===== src/rtl/pipelined_lane_alu.sv =====
// Two-stage pipelined ALU with AND / NOT / ADD / per-lane signed saturating ADD,
// valid/ready handshakes on both sides and a sticky saturation-event counter.
module pipelined_lane_alu #(
  parameter int unsigned WIDTH = 16,
  parameter int unsigned LANES = 2,
  parameter int unsigned CNT_W = 8
) (
  input  logic             clk,
  input  logic             rst,
  input  logic             in_valid,
  output logic             in_ready,
  input  logic [WIDTH-1:0] in_a,
  input  logic [WIDTH-1:0] in_b,
  input  logic [1:0]       in_op,
  output logic             out_valid,
  input  logic             out_ready,
  output logic [WIDTH-1:0] out_res,
  output logic [LANES-1:0] out_ovf,
  output logic [CNT_W-1:0] sat_cnt,
  input  logic             cnt_clr
);

  localparam int unsigned LW = WIDTH / LANES;

  typedef enum logic [1:0] {
    OP_AND = 2'b00,
    OP_NOT = 2'b01,
    OP_ADD = 2'b10,
    OP_SAT = 2'b11
  } op_e;

  logic             r_s1_valid;
  logic [WIDTH-1:0] r_s1_a;
  logic [WIDTH-1:0] r_s1_b;
  op_e              r_s1_op;

  logic             r_s2_valid;
  logic [WIDTH-1:0] r_s2_res;
  logic [LANES-1:0] r_s2_ovf;
  logic             r_s2_sat;

  logic [CNT_W-1:0] r_cnt;

  logic             w_s2_load;
  logic             w_xfer;
  logic             w_s1_load;
  logic             w_cnt_inc;
  logic [WIDTH-1:0] w_sum;
  logic [WIDTH-1:0] w_res;
  logic [LANES-1:0] w_ovf;
  logic [LW-1:0]    w_la;
  logic [LW-1:0]    w_lb;
  logic [LW-1:0]    w_ls;

  assign w_s2_load = !r_s2_valid || out_ready;
  assign w_xfer    = r_s1_valid && w_s2_load;
  assign w_s1_load = !r_s1_valid || w_xfer;
  assign in_ready  = w_s1_load;

  assign out_valid = r_s2_valid;
  assign out_res   = r_s2_res;
  assign out_ovf   = r_s2_ovf;
  assign sat_cnt   = r_cnt;

  assign w_cnt_inc = r_s2_valid && out_ready && r_s2_sat && (|r_s2_ovf);

  always_comb begin
    w_res = '0;
    w_ovf = '0;
    w_sum = r_s1_a + r_s1_b;
    w_la  = '0;
    w_lb  = '0;
    w_ls  = '0;
    case (r_s1_op)
      OP_AND: w_res = r_s1_a & r_s1_b;
      OP_NOT: w_res = ~r_s1_b;
      OP_ADD: begin
        w_res = w_sum;
        w_ovf[LANES-1] = (r_s1_a[WIDTH-1] == r_s1_b[WIDTH-1]) &&
                         (w_sum[WIDTH-1] != r_s1_a[WIDTH-1]);
      end
      OP_SAT: begin
        // Each lane is summed in its own LW-bit adder so carries cannot cross lanes
        for (int unsigned i = 0; i < LANES; i++) begin
          w_la = r_s1_a[i*LW +: LW];
          w_lb = r_s1_b[i*LW +: LW];
          w_ls = w_la + w_lb;
          if ((w_la[LW-1] == w_lb[LW-1]) && (w_ls[LW-1] != w_la[LW-1])) begin
            w_ovf[i] = 1'b1;
            w_res[i*LW +: LW] = w_la[LW-1] ? {1'b1, {(LW-1){1'b0}}}
                                           : {1'b0, {(LW-1){1'b1}}};
          end else begin
            w_res[i*LW +: LW] = w_ls;
          end
        end
      end
      default: w_res = '0;
    endcase
  end

  always_ff @(posedge clk or posedge rst) begin
    if (rst) begin
      r_s1_valid <= 1'b0;
      r_s1_a     <= '0;
      r_s1_b     <= '0;
      r_s1_op    <= OP_AND;
    end else if (w_s1_load) begin
      r_s1_valid <= in_valid;
      if (in_valid) begin
        r_s1_a  <= in_a;
        r_s1_b  <= in_b;
        r_s1_op <= op_e'(in_op);
      end
    end
  end

  always_ff @(posedge clk or posedge rst) begin
    if (rst) begin
      r_s2_valid <= 1'b0;
      r_s2_res   <= '0;
      r_s2_ovf   <= '0;
      r_s2_sat   <= 1'b0;
    end else if (w_s2_load) begin
      r_s2_valid <= r_s1_valid;
      if (r_s1_valid) begin
        r_s2_res <= w_res;
        r_s2_ovf <= w_ovf;
        r_s2_sat <= (r_s1_op == OP_SAT);
      end
    end
  end

  always_ff @(posedge clk or posedge rst) begin
    if (rst) begin
      r_cnt <= '0;
    end else if (cnt_clr) begin
      r_cnt <= '0;
    end else if (w_cnt_inc && (r_cnt != '1)) begin
      r_cnt <= r_cnt + CNT_W'(1);
    end
  end

endmodule

===== config.mk =====
export PLATFORM = sky130hd
export DESIGN_NAME = pipelined_lane_alu
export DESIGN_NICKNAME = d
export VERILOG_FILES = /design/src/rtl/pipelined_lane_alu.sv
export SDC_FILE = /design/constraint.sdc
export NUM_CORES = 1
export LEC_CHECK = 0
export CORE_MARGIN = 3
export CORE_UTILIZATION = 52
export CTS_CLUSTER_SIZE = 24
export DETAILED_ROUTE_END_ITERATION = 16
export PLACE_DENSITY = 0.78
export REMOVE_ABC_BUFFERS = 1
export SLEW_MARGIN = 10
export SYNTH_ARGS = -nofsm -noshare
export SYNTH_HDL_FRONTEND = slang
export SYNTH_SLANG_ARGS = --single-unit

===== constraint.sdc =====
create_clock -name clk -period 5 [get_ports clk]
set_clock_uncertainty 0.1 [all_clocks]
set_input_delay 1 -clock clk [delete_from_list [all_inputs] [get_ports clk]]
set_output_delay 1 -clock clk [all_outputs]
set_load 0.01 [all_outputs]

**Yosys cells after proc, flatten, opt, wreduce, memory -nomap -nowiden**

Cells that the tools add are included.

- Word-level logic and storage cells: 52
- Output and inout port bits: 28
- Input port bits: 39
- Register bits: 63

- Reductions and logical operators: 17
- Equal/unequal tests: 9
- Multiplexer cells: 11
- Add/subtract/negate cells: 4
- Bitwise logic cells: 2

Operator list:

| cell | number |
|---|---|
| $pmux 16 s4 | 1 |
| $mux 8 | 6 |
| $add 16x16->16 | 1 |
| $add 8x8->8 | 2 |
| $and 16x16->16 | 1 |
| $not 16->16 | 1 |
| $add 8x1->8 const B | 1 |
| $logic_and 1x1->1 | 8 |
| $ne 8x8->1 const B | 1 |
| $eq 2x2->1 const B | 2 |
| $reduce_and 2->1 | 2 |
| $mux 1 | 3 |
| $ne 1x1->1 | 3 |
| $eq 1x1->1 | 2 |
| $eq 2x1->1 const B | 1 |
| $logic_not 1->1 | 2 |
| $logic_not 2->1 | 1 |
| $logic_or 1x1->1 | 2 |
| $pmux 1 s2 | 1 |
| $reduce_bool 2->1 | 1 |
| $reduce_or 2->1 | 1 |

**Depth between registers and ports, before layout**

- Depth in word-level cells: 6
- Depth in mapped cells: 9
- Mapped depth without buffers: 9

**Worst setup path before layout**

OpenSTA, ideal clock, no wires.

- Path kind: in2out
- From: in out_ready
- To: out in_ready
- Cell stages on the path: 1
- Data required time: 3,900 ps
- Setup slack: 2,686 ps
- Buffers on the path: 0
- Data arrival time: 1,214 ps
- Cells stage by stage: nand3b_1

- Longest elaborated chain between the ends: 3

Ends and longest elaborated chain:

| element | RTL line | source |
|---|---|---|
| from (decl) | 16 | `input logic out_ready,` |
| $logic_or 1x1->1 | 55 | `assign w_s2_load = !r_s2_valid \|\| out_ready;` |
| $logic_and 1x1->1 | 56 | `assign w_xfer = r_s1_valid && w_s2_load;` |
| $logic_or 1x1->1 | 57 | `assign w_s1_load = !r_s1_valid \|\| w_xfer;` |
| to (decl) | 11 | `output logic in_ready,` |

No other way between the ends.

**Worst setup path in the final report**

Ends and elaborated chain as after synthesis.

==> impl_metrics.py <==
metrics = {
    "job": {
        "maxCapViolations": 0,
    },
    "hold_path": {
        "hp-class": "flip-flop to flip-flop",
        "hp-start": "r_s2_sat",
    },
    "setup_path": {
        "critPathSlowestCell": "clkdlybuf4s50_1",
        "cp-end-kind": "output port",
        "crit_path_start": "out_ready",
        "crit_buf_inv": 2,
        "cpMostUsedCell": "clkdlybuf4s50_1",
        "r2r_end": "out_res[10]",
        "rrSetupSlack_ps": 2440,
        "critPathLaunchType": "input pin",
        "cp_data_arrival_time_ps": 2210,
        "cp.required_ps": 3900,
        "crit_end": "in_ready",
        "crit_type": "input pin to output port",
        "path_depth": 3,
        "critPathTopFamily": "buffers and inverters",
        "cp_cell_sequence": "clkdlybuf4s50_1 -> nand3b_1 -> clkdlybuf4s50_1",
        "rr_startpoint": "r_s1_b[0]",
        "crit_fanout": 3,
        "reg2reg_depth": 9,
        "cpPeakStageDelay_ps": 560,
    },
    "sta": {
        "worst_slew_pin_slew_ps": 1003,
        "tns_ps": 0,
        "setup_viol": 0,
        "maxSlewHeadroom_pct": 32.98,
        "hold_viol_final": 0,
        "fmax_ghz": 0.3025,
        "rsz0062_at_grt": "no",
        "final.period_utilization_pct": 66.11,
        "min_period_ps": 3306,
        "whs_ps": 394.2,
        "drv_slew": 0,
    },
    "placement": {
        "gp_congestion": 0.9090,
        "port_buffers": 66,
        "hpwlAfterDp_um": 6796,
    },
    "die": {
        "die_w_um": 93.98,
        "rows": 31,
        "die-height_um": 93.98,
        "initial_core_util_pct": 54.62,
        "io_pins": 67,
        "dieArea_um2": 8832,
        "coreArea_um2": 7370,
    },
    "clock_network": {
        "cts_hold_buf": 0,
        "path_clk_slew_ps": 60,
        "clk_latency_ps": 330,
        "cts_sinks": 63,
        "clockBufferDepth": 2,
        "cts_max_level": 3,
        "cts_resized": 0,
        "cts-root-buf": "clkbuf_8",
        "cts_buffers": 9,
        "post_cts_buffers": 0,
        "cts_tree": "done",
    },
    "global_route": {
        "grt_max_degree": 36,
        "grtUsageTotal_pct": 22.69,
        "grt_pass1_vias": 3319,
        "grt_remaining_overflow": 0,
        "antenna_found_initial": 0,
        "grt_pass1_wl_um": 15930,
    },
    "power_and_ir_drop": {
        "p_leak_nw": 2.059,
        "p_per_area_nw_per_um2": 410.3,
        "total_power_mw": 2.019,
        "vdd_drop_max_uv": 223.9,
    },
    "yosys": {
        "ys_warn_count": 0,
        "synth_edf_count": 0,
        "synth_cell_types": 67,
        "async_reset_ff_share_pct": 100.0,
        "synth_area_um2": 4025,
        "netlist_instances": 415,
        "synth_seq_area_share_pct": 39.17,
        "avgSynthCellArea_um2": 9.699,
        "ys.flop_type": "dfrtp_1",
        "ys_ff_latch": 63,
    },
    "final_layout": {
        "fin_util_pct": 66.76,
        "fill_cells": 610,
        "nets": 532,
        "final-seq-area_um2": 1577,
        "multi_input_area_um2": 2250,
        "area_delta_synth_final_pct": 22.23,
        "drive_gt1_share_pct": 15.27,
        "n_antenna_cell": 0,
    },
    "route": {
        "postRouteAntennaNets": 0,
        "drc": 0,
        "via_per_inst": 5.931,
        "finalWirelength_um": 9381,
        "drt-initial-drc-count": 228,
        "dr.pass1.iters": 5,
        "wire_per_inst_um": 16.26,
        "dr_total_vias": 3422,
    },
    "status": {
        "status": "finished clean",
    },
}
==> power by group <==
group          switching (mW)  internal [mW]
combinational           0.450          0.405
clock                   0.192          0.290
sequential             0.0721          0.609
==> registers in the layout (all words and copies together) (netlist names) <==
signal,flops
out_ovf,2
out_res,16
out_valid,1
r_s1_a,16
r_s1_b,16
r_s1_op,2
r_s1_valid,1
r_s2_sat,1
sat_cnt,8
==> layer usage <==
metal,part of all wire (%),track usage (%)
met1,45,30.19
met2,47,36.72
met3,5.9,4.888
met4,1.6,7.461
met5,0,0
==> final cells by class <==
type	instances	share of cell area, %
Clock buffer	11	2.874
Clock inverter	4	1.424
Inverter	18	1.373
Multi-Input combinational cell	312	45.73
Sequential cell	63	32.04
Tap cell	99	2.518
Timing Repair Buffer	70	14.04
==> worst register-to-register path: stages (launching register included) <==
cell,delay [ps]
dfrtp_1,380
ha_1,240
inv_1,70
fa_1,390
nand2b_1,210
a211oi_4,330
o21ai_4,140
mux2i_1,140
a221oi_1,320
o21ai_1,110
==> worst min path at each step <==
stage                       to  slack [ps]  cells after the start
floorplan             r_s2_sat         350                      2
global placement    out_res[9]         370                      2
detailed placement  out_res[3]         380                      2
CTS                   r_s2_sat         390                      2
global route         r_s1_a[4]         430                      1
finish                r_s2_sat         390                      2
==> synth_stat cells (3+ instances only) <==
master	count	area, µm²
nand2b_1	6	37.54
clkbuf_1	8	30.03
o31ai_1	3	22.52
o41ai_1	3	26.28
inv_1	18	67.56
xor2_1	6	52.55
xnor2_1	14	122.6
nand2_1	39	146.4
nor2b_1	4	25.02
a211oi_1	4	30.03
nor2_1	24	90.09
o311ai_1	3	26.28
o211ai_1	3	22.52
dfrtp_1	63	1577
a21o_1	7	52.55
o21ai_0	22	110.1
a31oi_1	7	43.79
nand3_1	5	25.02
mux2_2	36	405.4
a21oi_1	28	140.1
mux2i_1	7	70.07
or2_2	3	18.77
o21ai_1	10	50.05
and3_1	3	18.77
buf_2	6	30.03
ha_1	17	212.7
o2111ai_1	3	26.28
nor3_1	8	40.04
or3_1	4	25.02
==> metrics by stage <==
step	cells	cell area [µm²]	setup slack (ps)
floorplan	393	3894	2330
global placement	562	4708	1730
detailed placement	562	4708	1705
CTS	577	4920	1699
global route	577	4920	1660
finish	577	4920	1694
==> logic make-up after synthesis <==
kind of cell,count (synthesis),share of synthesized area (%)
AOI/OAI and AO/OA,121,20.45
and+or+nand+nor,109,12.99
adders and majority gates,19,6.279
muxes,43,11.81
DFF,63,39.17
xor gates and xnor gates,20,4.352
buffers and inverters,40,4.942
==> placed cells by master (no fill, tap or decap), types with 3 or more instances in the layout <==
| cell type | n |
|---|---|
| clkdlybuf4s50_1 | 66 |
| dfrtp_1 | 63 |
| nand2_1 | 39 |
| mux2_2 | 36 |
| a21oi_1 | 28 |
| nor2_1 | 24 |
| o21ai_0 | 22 |
| inv_1 | 17 |
| ha_1 | 17 |
| xnor2_1 | 14 |
| o21ai_1 | 10 |
| clkbuf_8 | 10 |
| nor3_1 | 8 |
| mux2i_1 | 7 |
| a21o_1 | 7 |
| a31oi_1 | 7 |
| nand2b_1 | 6 |
| xor2_1 | 6 |
| nand3_1 | 5 |
| nor2b_1 | 4 |
| a211oi_1 | 4 |
| or3_1 | 4 |
| buf_4 | 4 |
| o31ai_1 | 3 |
| o211ai_1 | 3 |
| or2_2 | 3 |
| o41ai_1 | 3 |
| o311ai_1 | 3 |
| o2111ai_1 | 3 |
| and3_1 | 3 |
Power figures use the tool's default switching activity.
